## src/rtl/gpio_v2_pkg.sv

```systemverilog
// Shared register map indices and byte-lane helper for the gpio_v2 port.
package gpio_v2_pkg;

    localparam logic [3:0] REG_PDOR = 4'h0;
    localparam logic [3:0] REG_PSOR = 4'h1;
    localparam logic [3:0] REG_PCOR = 4'h2;
    localparam logic [3:0] REG_PTOR = 4'h3;
    localparam logic [3:0] REG_PDIR = 4'h4;
    localparam logic [3:0] REG_PDDR = 4'h5;
    localparam logic [3:0] REG_PRER = 4'h6;
    localparam logic [3:0] REG_PFER = 4'h7;
    localparam logic [3:0] REG_PISF = 4'h8;
    localparam logic [3:0] REG_FCR  = 4'h9;

    // Expands each strobe bit to cover its 8 data bits.
    function automatic logic [31:0] strb_mask(input logic [3:0] strb);
        return {{8{strb[3]}}, {8{strb[2]}}, {8{strb[1]}}, {8{strb[0]}}};
    endfunction

endpackage

```

## src/rtl/gpio_v2_pin_filter.sv

```systemverilog
// One input pin: 2-flop synchroniser, programmable glitch filter and edge pulses.
module gpio_v2_pin_filter
    import gpio_v2_pkg::*;
#(
    parameter int FILT_W = 4
) (
    input  logic              mem_clk,
    input  logic              rst,
    input  logic              gpio_in,
    input  logic [FILT_W-1:0] fcr,
    output logic              filt,
    output logic              rise,
    output logic              fall
);

    logic              s1;
    logic              s2;
    logic [FILT_W-1:0] cnt;
    logic              update;

    // filt flips on the (fcr+1)-th consecutive mismatching edge; cnt wraps naturally.
    assign update = (s2 != filt) && (cnt == fcr);
    assign rise   = update & s2;
    assign fall   = update & ~s2;

    always_ff @(posedge mem_clk) begin
        if (rst) begin
            s1   <= 1'b0;
            s2   <= 1'b0;
            filt <= 1'b0;
            cnt  <= '0;
        end else begin
            s1 <= gpio_in;
            s2 <= s1;
            if (s2 == filt) begin
                cnt <= '0;
            end else if (cnt == fcr) begin
                filt <= s2;
                cnt  <= '0;
            end else begin
                cnt <= cnt + 1'b1;
            end
        end
    end

endmodule

```

## src/rtl/gpio_v2.sv

```systemverilog
// Memory-mapped GPIO port with atomic set/clear/toggle, filtered inputs and W1C edge flags.
module gpio_v2
    import gpio_v2_pkg::*;
#(
    parameter int TOTAL_GPIOS = 8,
    parameter int FILT_W      = 4
) (
    input  logic                   mem_clk,
    input  logic                   rst,
    input  logic                   mem_valid,
    input  logic [3:0]             mem_addr,
    input  logic [31:0]            mem_wdata,
    input  logic [3:0]             mem_wstrb,
    output logic                   mem_ready,
    output logic [31:0]            mem_rdata,
    input  logic [TOTAL_GPIOS-1:0] gpio_ind,
    output logic [TOTAL_GPIOS-1:0] gpio_do,
    output logic [TOTAL_GPIOS-1:0] gpio_obe,
    output logic                   gpio_irq
);

    logic [TOTAL_GPIOS-1:0] pdor, pddr, prer, pfer, pisf;
    logic [FILT_W-1:0]      fcr;
    logic [TOTAL_GPIOS-1:0] pdir, rise_v, fall_v;
    logic [TOTAL_GPIOS-1:0] wm, wd_g, pisf_set, pisf_clr;
    logic [31:0]            bmask, wd, rd;
    logic                   wr_en;
    logic                   unused_bits;

    assign bmask = strb_mask(mem_wstrb);
    assign wd    = mem_wdata & bmask;
    assign wm    = bmask[TOTAL_GPIOS-1:0];
    assign wd_g  = wd[TOTAL_GPIOS-1:0];
    assign wr_en = mem_valid && (mem_wstrb != 4'b0000);

    assign unused_bits = ^{wd, bmask};

    generate
        for (genvar i = 0; i < TOTAL_GPIOS; i++) begin : g_pin
            gpio_v2_pin_filter #(.FILT_W(FILT_W)) u_filter (
                .mem_clk (mem_clk),
                .rst     (rst),
                .gpio_in (gpio_ind[i]),
                .fcr     (fcr),
                .filt    (pdir[i]),
                .rise    (rise_v[i]),
                .fall    (fall_v[i])
            );
        end
    endgenerate

    // Hardware set is OR'd in after the W1C clear, so a same-edge set wins.
    assign pisf_set = (rise_v & prer) | (fall_v & pfer);
    assign pisf_clr = (wr_en && (mem_addr == REG_PISF)) ? wd_g : '0;

    always_ff @(posedge mem_clk) begin
        if (rst) begin
            pdor <= '0;
            pddr <= '0;
            prer <= '0;
            pfer <= '0;
            pisf <= '0;
            fcr  <= '0;
        end else begin
            pisf <= (pisf & ~pisf_clr) | pisf_set;
            if (wr_en) begin
                case (mem_addr)
                    REG_PDOR: pdor <= (pdor & ~wm) | wd_g;
                    REG_PSOR: pdor <= pdor | wd_g;
                    REG_PCOR: pdor <= pdor & ~wd_g;
                    REG_PTOR: pdor <= pdor ^ wd_g;
                    REG_PDDR: pddr <= (pddr & ~wm) | wd_g;
                    REG_PRER: prer <= (prer & ~wm) | wd_g;
                    REG_PFER: pfer <= (pfer & ~wm) | wd_g;
                    REG_FCR:  fcr  <= (fcr & ~bmask[FILT_W-1:0]) | wd[FILT_W-1:0];
                    default:  ;
                endcase
            end
        end
    end

    always_comb begin
        rd = '0;
        case (mem_addr)
            REG_PDOR: rd[TOTAL_GPIOS-1:0] = pdor;
            REG_PDIR: rd[TOTAL_GPIOS-1:0] = pdir;
            REG_PDDR: rd[TOTAL_GPIOS-1:0] = pddr;
            REG_PRER: rd[TOTAL_GPIOS-1:0] = prer;
            REG_PFER: rd[TOTAL_GPIOS-1:0] = pfer;
            REG_PISF: rd[TOTAL_GPIOS-1:0] = pisf;
            REG_FCR:  rd[FILT_W-1:0]      = fcr;
            default:  rd = '0;
        endcase
    end

    assign mem_ready = mem_valid;
    assign mem_rdata = mem_valid ? rd : 32'h0;
    assign gpio_do   = pdor;
    assign gpio_obe  = pddr;
    assign gpio_irq  = |pisf;

endmodule

```

## config.mk

```make
export PLATFORM = sky130hd
export DESIGN_NAME = gpio_v2
export DESIGN_NICKNAME = d
export VERILOG_FILES = /design/src/rtl/gpio_v2_pkg.sv /design/src/rtl/gpio_v2_pin_filter.sv /design/src/rtl/gpio_v2.sv
export SDC_FILE = /design/constraint.sdc
export NUM_CORES = 1
export LEC_CHECK = 0
export BUFFER_PORTS_ARGS = -buffer_cell sky130_fd_sc_hd__clkbuf_2
export CAP_MARGIN = 40
export CORE_ASPECT_RATIO = 0.6
export CORE_MARGIN = 2
export CORE_UTILIZATION = 55
export CTS_BUF_LIST = sky130_fd_sc_hd__clkbuf_8 sky130_fd_sc_hd__clkbuf_16
export CTS_CLUSTER_SIZE = 25
export DETAILED_ROUTE_END_ITERATION = 16
export PLACE_DENSITY = 0.79
export SLEW_MARGIN = 20
export SYNTH_ARGS = -nofsm -noshare
export SYNTH_HDL_FRONTEND = slang
export SYNTH_HIERARCHICAL = 1
export SYNTH_SLANG_ARGS = --single-unit
```

## constraint.sdc

```tcl
create_clock -name mem_clk -period 2.32 [get_ports mem_clk]
set_clock_uncertainty 0.1 [all_clocks]
set_input_delay 0.232 -clock mem_clk [delete_from_list [all_inputs] [get_ports mem_clk]]
set_output_delay 0.232 -clock mem_clk [all_outputs]
set_load 0.02 [all_outputs]
```

Word level (Yosys, flattened, before mapping)

Cells that the tools add are included.

Word-level logic and storage cells: 174
Bits in registers: 100

Equality and inequality tests: 33
Add/sub/neg operators: 8
Muxes and demuxes: 5
Reductions and logical operators: 35
Bitwise gates (word level): 55

Operator list:

| kind                                           | number |
|---|---|
| AND 8 bit                                      | 9 |
| OR 8 bit                                       | 7 |
| adder 4 x 1 -> 4 bit (second input constant)   | 8 |
| == test 4 bit                                  | 8 |
| one-hot mux 8 bit (4 select lines)             | 1 |
| one-hot mux 4 bit (7 select lines)             | 1 |
| AND reduction 2 bit                            | 13 |
| NOT 8 bit                                      | 3 |
| one-hot mux 4 bit (6 select lines)             | 1 |
| OR reduction 3 bit                             | 8 |
| AND 1 bit                                      | 16 |
| == test 4 x 3 -> 1 bit (second input constant) | 4 |
| two-way mux 8 bit                              | 2 |
| NOT 1 bit                                      | 16 |
| logical AND 1 bit                              | 10 |
| == test 1 bit                                  | 8 |
| == test 4 x 2 -> 1 bit (second input constant) | 2 |
| == test 4 bit (second input constant)          | 2 |
| != test 1 bit                                  | 8 |
| nonzero test 4 bit                             | 2 |
| OR reduction 8 bit                             | 1 |
| XOR 8 bit                                      | 1 |
| AND 4 bit                                      | 1 |
| == test 4 x 1 -> 1 bit (second input constant) | 1 |
| other kinds (3)                                | 3 |

Depth between registers and ports, before layout

Depth after elaboration: 7
Depth in mapped cells: 8

By module

The synthesis kept the hierarchy.

Modules (own cells, without submodules):

| module             | instances | cells an instance | area an instance (µm²) |
|---|---|---|---|
| gpio_v2            | 1         | 353               | 2919.0 |
| gpio_v2_pin_filter | 8         | 29                | 321.6 |

Worst setup path before layout

No wires, ideal clock.

Path kind: in2out
Start point: input mem_addr[2]
End point: output mem_rdata[0]
Stages: 6
Buffers on the path: 2
Arrival: 1.413 ns
Data required time: 1.988 ns
Path slack: 0.575 ns
Cell sequence: buf_6 or2_1 buf_6 o221a_1 o22a_1 nor2_1

Cells in the longest elaborated chain, start to end: 3

Ends and longest elaborated chain:

| what                                  | RTL line      | text |
|---|---|---|
| from (decl)                           | gpio_v2.sv:11 | `input logic [3:0] mem_addr,` |
| == test 4 bit (tied with other cells) | gpio_v2.sv:84 | `case (mem_addr)` |
| one-hot mux 4 bit (7 select lines) *  | gpio_v2.sv:84 |  |
| two-way mux 8 bit *                   | gpio_v2.sv:97 | `assign mem_rdata = mem_valid ? rd : 32'h0;` |
| to (decl)                             | gpio_v2.sv:15 | `output logic [31:0] mem_rdata,` |

Mark *: on every way between the ends. The rest lies on a longest branch, timed or not.

Worst setup path after layout

Start point: register pdor[0], in the netlist gpio_do[0]
End point: output mem_rdata[0]

Cells in the longest elaborated chain, start to end: 2

Ends and longest elaborated chain:

| what                               | RTL line      | text |
|---|---|---|
| from (decl)                        | gpio_v2.sv:22 | `logic [TOTAL_GPIOS-1:0] pdor, pddr, prer, pfer, pisf;` |
| from (signal assigned)             | gpio_v2.sv:68 | `REG_PDOR: pdor <= (pdor & ~wm) \| wd_g;` |
| from (signal assigned)             | gpio_v2.sv:69 | `REG_PSOR: pdor <= pdor \| wd_g;` |
| from (signal assigned)             | gpio_v2.sv:70 | `REG_PCOR: pdor <= pdor & ~wd_g;` |
| one-hot mux 4 bit (7 select lines) | gpio_v2.sv:84 |  |
| two-way mux 8 bit                  | gpio_v2.sv:97 |  |

No other way between the ends.

==> flow_summary_export.csv <==
group,metric,value,unit
critical_path,cp_slowest_cell,"dfxtp_1",
place,preCtsSetupSlack,0.318,ns
route,wl,12900,um
synth,synth_edf_count,0,
cts,path_clk_slew,0.07,ns
global_route,first_global_vias,4313,
critical_path,reg2reg_depth,6,
sta,period_share,0.889,
synth,synthFlopType,"dfxtp_1",
pwr,p_leak,0.00278,uW
finish,multi_input_area,0.00321,mm2
status,status,"complete, no violations",
sta,finalCriticalPeriod,2.06,ns
finish,area_growth,14.1,%
global_route,grt_usage,0.245,
critical_path,r2r-end,"pisf[0]$_SDFF_PP0_",
critical_path,crit_fanout,6,
die,die-height,81.4,um
place,port_buffers,52,
route,num_vias,4487,
min_path,min_to,"g_pin[2].u_filter/s1$_SDFF_PP0_",
cts,cts_tree,"done",
synth,yosys-top-cells-area,"dfxtp_1 (36%), mux2i_1 (7.8%), xor2_1 (7.7%)",
sta,max_freq,485,MHz
cts,cts_buffers,9,
critical_path,r2r_slack,0.49,ns
route,viasPerCell,5.62,
pwr,power_density,583,mW/mm2
synth,async_flop_share,0,
synth,ys_top_cells_by_count,"dfxtp_1 (100), xor2_1 (48), mux2i_1 (43)",
sta,setup_tns,0,ns
job,maxCapViolations,0,
pwr,ir_drop,452,uV
synth,yosysWarnings,6,
critical_path,critPathKind,"reg -> out",
finish,nets,727,
route,wl_per_cell,16.2,um
global_route,grt_pass1_wl,20800,um
sta,setup_viol,0,
route,drt_first_iter_violations,331,
critical_path,path_cells,"mux2i_1, o221a_1, o22a_1, nor2_1, clkbuf_2",
die,dieArea,0.0108,mm2
finish,n_antenna_cell,0,
critical_path,path_buf_inv,1,
finish,drive_above_1_share,0.178,
synth,netlist.area_leader.share,0.365,
synth,synth_cell_types,51,
global_route,antenna_found_initial,0,
die,rows,28,
route,ant_nets,0,
sta,slew_violations,0,
die,num_io_pins,101,
cts,ctsHtreeMaxLevel,3,
cts,root_buffer,"clkbuf_16",
critical_path,cp.required,1.99,ns
place,dp_hpwl,9610,um
min_path,min_from,"gpio_ind[2]",
critical_path,critPathTopFamily,"flip-flops",
sta,tightestPinTransition,0.762,ns
sta,finalWorstSetupSlack,0.256,ns
die,die_w,133,um
die,initial_core_util,0.562,
synth,synthCells,585,
synth,avgSynthCellArea,9.39,um2
cts,clock_latency,0.35,ns
synth,synth_top_area_cell,"dfxtp_1",
critical_path,start_kind,"register",
cts,cts.sinks,100,
global_route,gr-total-overflow,0,
min_path,hold_class,"in -> reg",
place,gp_congestion,0.887,
cts,cts_buffer_depth,2,
synth,ys_seq_area_frac,0.365,
sta,hold_viol,0,
synth,syn_area,0.00549,mm2
sta,rsz0062_at_grt,"false",
route,remaining_drc_errors,0,
critical_path,slowest_delay,0.45,ns
synth,yosys_register_bits,100,
critical_path,arrival,1.73,ns
min_path,whs_path_depth,2,
finish,n_fill_cell,777,
synth,yosysMostFrequentCell,"dfxtp_1",
finish,seq_area,0.00200,mm2
sta,slew_headroom,0.492,
route,drt_pass1_iterations,5,
die,fp.coreArea,0.00977,mm2
global_route,grt_max_degree,44,
critical_path,cp-end-kind,"output port",
[per-stage QoR]
stage	util	power, uW	instances	instance area, um2	hold slack, ns
floorplan	-	2090	608	5580	0.204
global placement	0.607	2160	780	5930	0.323
detailed placement	0.607	2180	780	5930	0.325
CTS	0.641	3670	799	6260	0.0161
global route	0.641	3780	799	6260	0.0145
finish	0.641	3650	799	6260	0.0102
[metal layers]
layer,vias to the layer above,part of all wire,GRT usage,wire length [um]
li1,2150,-,-,-
met1,2154,0.45,0.317,5750
met3,18,0.071,0.0568,914
met4,0,0.013,0.0935,174
met2,165,0.47,0.403,6080
met5,-,0,0,0
[worst max-delay path by stage]
stage,from,to,slack [ns],cells after the start
floorplan,mem_addr[2],mem_rdata[0],0.58,6
global placement,mem_addr[2],mem_rdata[2],0.34,6
detailed placement,mem_addr[2],mem_rdata[2],0.32,6
CTS,register,mem_rdata[3],0.25,5
global route,register,mem_rdata[3],0.16,5
finish,gpio_do[0]$_SDFFE_PP0P_,mem_rdata[0],0.26,5
[power breakdown]
part,switching [uW],internal (uW)
sequential,27.2,1740
combinational,238,142
clock,649,854
[final cells by class]
cell class                 instances  share of cell area
clock buffer                      10              0.0382
timing repair buffer              88              0.0863
inverter                          12             0.00719
tap                              135              0.0270
clock inverter                     5             0.00859
sequential                       100               0.320
multi-input combinational        449               0.513
[cells by family (layout without fill, tap and decap cells)]
logic type	after synthesis	after routing	synth area share
and+or+nand+nor	214	214	0.247
muxes	45	45	0.0825
adders and majority gates	16	16	0.0365
DFF	100	100	0.365
other	1	24	0.000683
xor gates and xnor gates	56	56	0.0893
buffers and inverters	59	115	0.0658
AOI/OAI and AO/OA	94	94	0.113
[worst reg2reg max path, delay by kind of cell, from the launching register on]
family | cells | cell delay (ns)
buffers and inverters | 1 | 0.25
xor gates and xnor gates | 1 | 0.25
AOI/OAI and AO/OA | 2 | 0.32
DFF | 1 | 0.50
and+or+nand+nor | 2 | 0.29
[layout by cell type, fill, tap and decap left out, drive strengths merged, types with 3 or more instances in the layout]
cell type,netlist,layout
nand2,37,37
dfxtp,100,100
clkbuf,8,62
inv,12,13
conb,1,24
nand2b,38,38
a21oi,29,29
xnor2,8,8
nor4,10,10
a22oi,10,10
dlygate4sd3,0,4
nand4,3,3
a221oi,5,5
o2111ai,7,7
nor2,37,37
ha,16,16
o21ai,18,18
nor2b,19,19
buf,39,32
o22a,4,4
nor3b,8,8
o221a,4,4
nand3,12,12
mux2i,43,43
and3b,16,16
xor2,48,48
o211ai,7,7
nor3,29,29
[what timing repair did]
item,CTS,global route
setup endpoints to repair,0,0
hold buffers,4,0
endpoints found under the hold margin,4,0
setup buffers,0,0
resized for setup,0,0
Note: power is estimated with default switching activity, not from simulation.
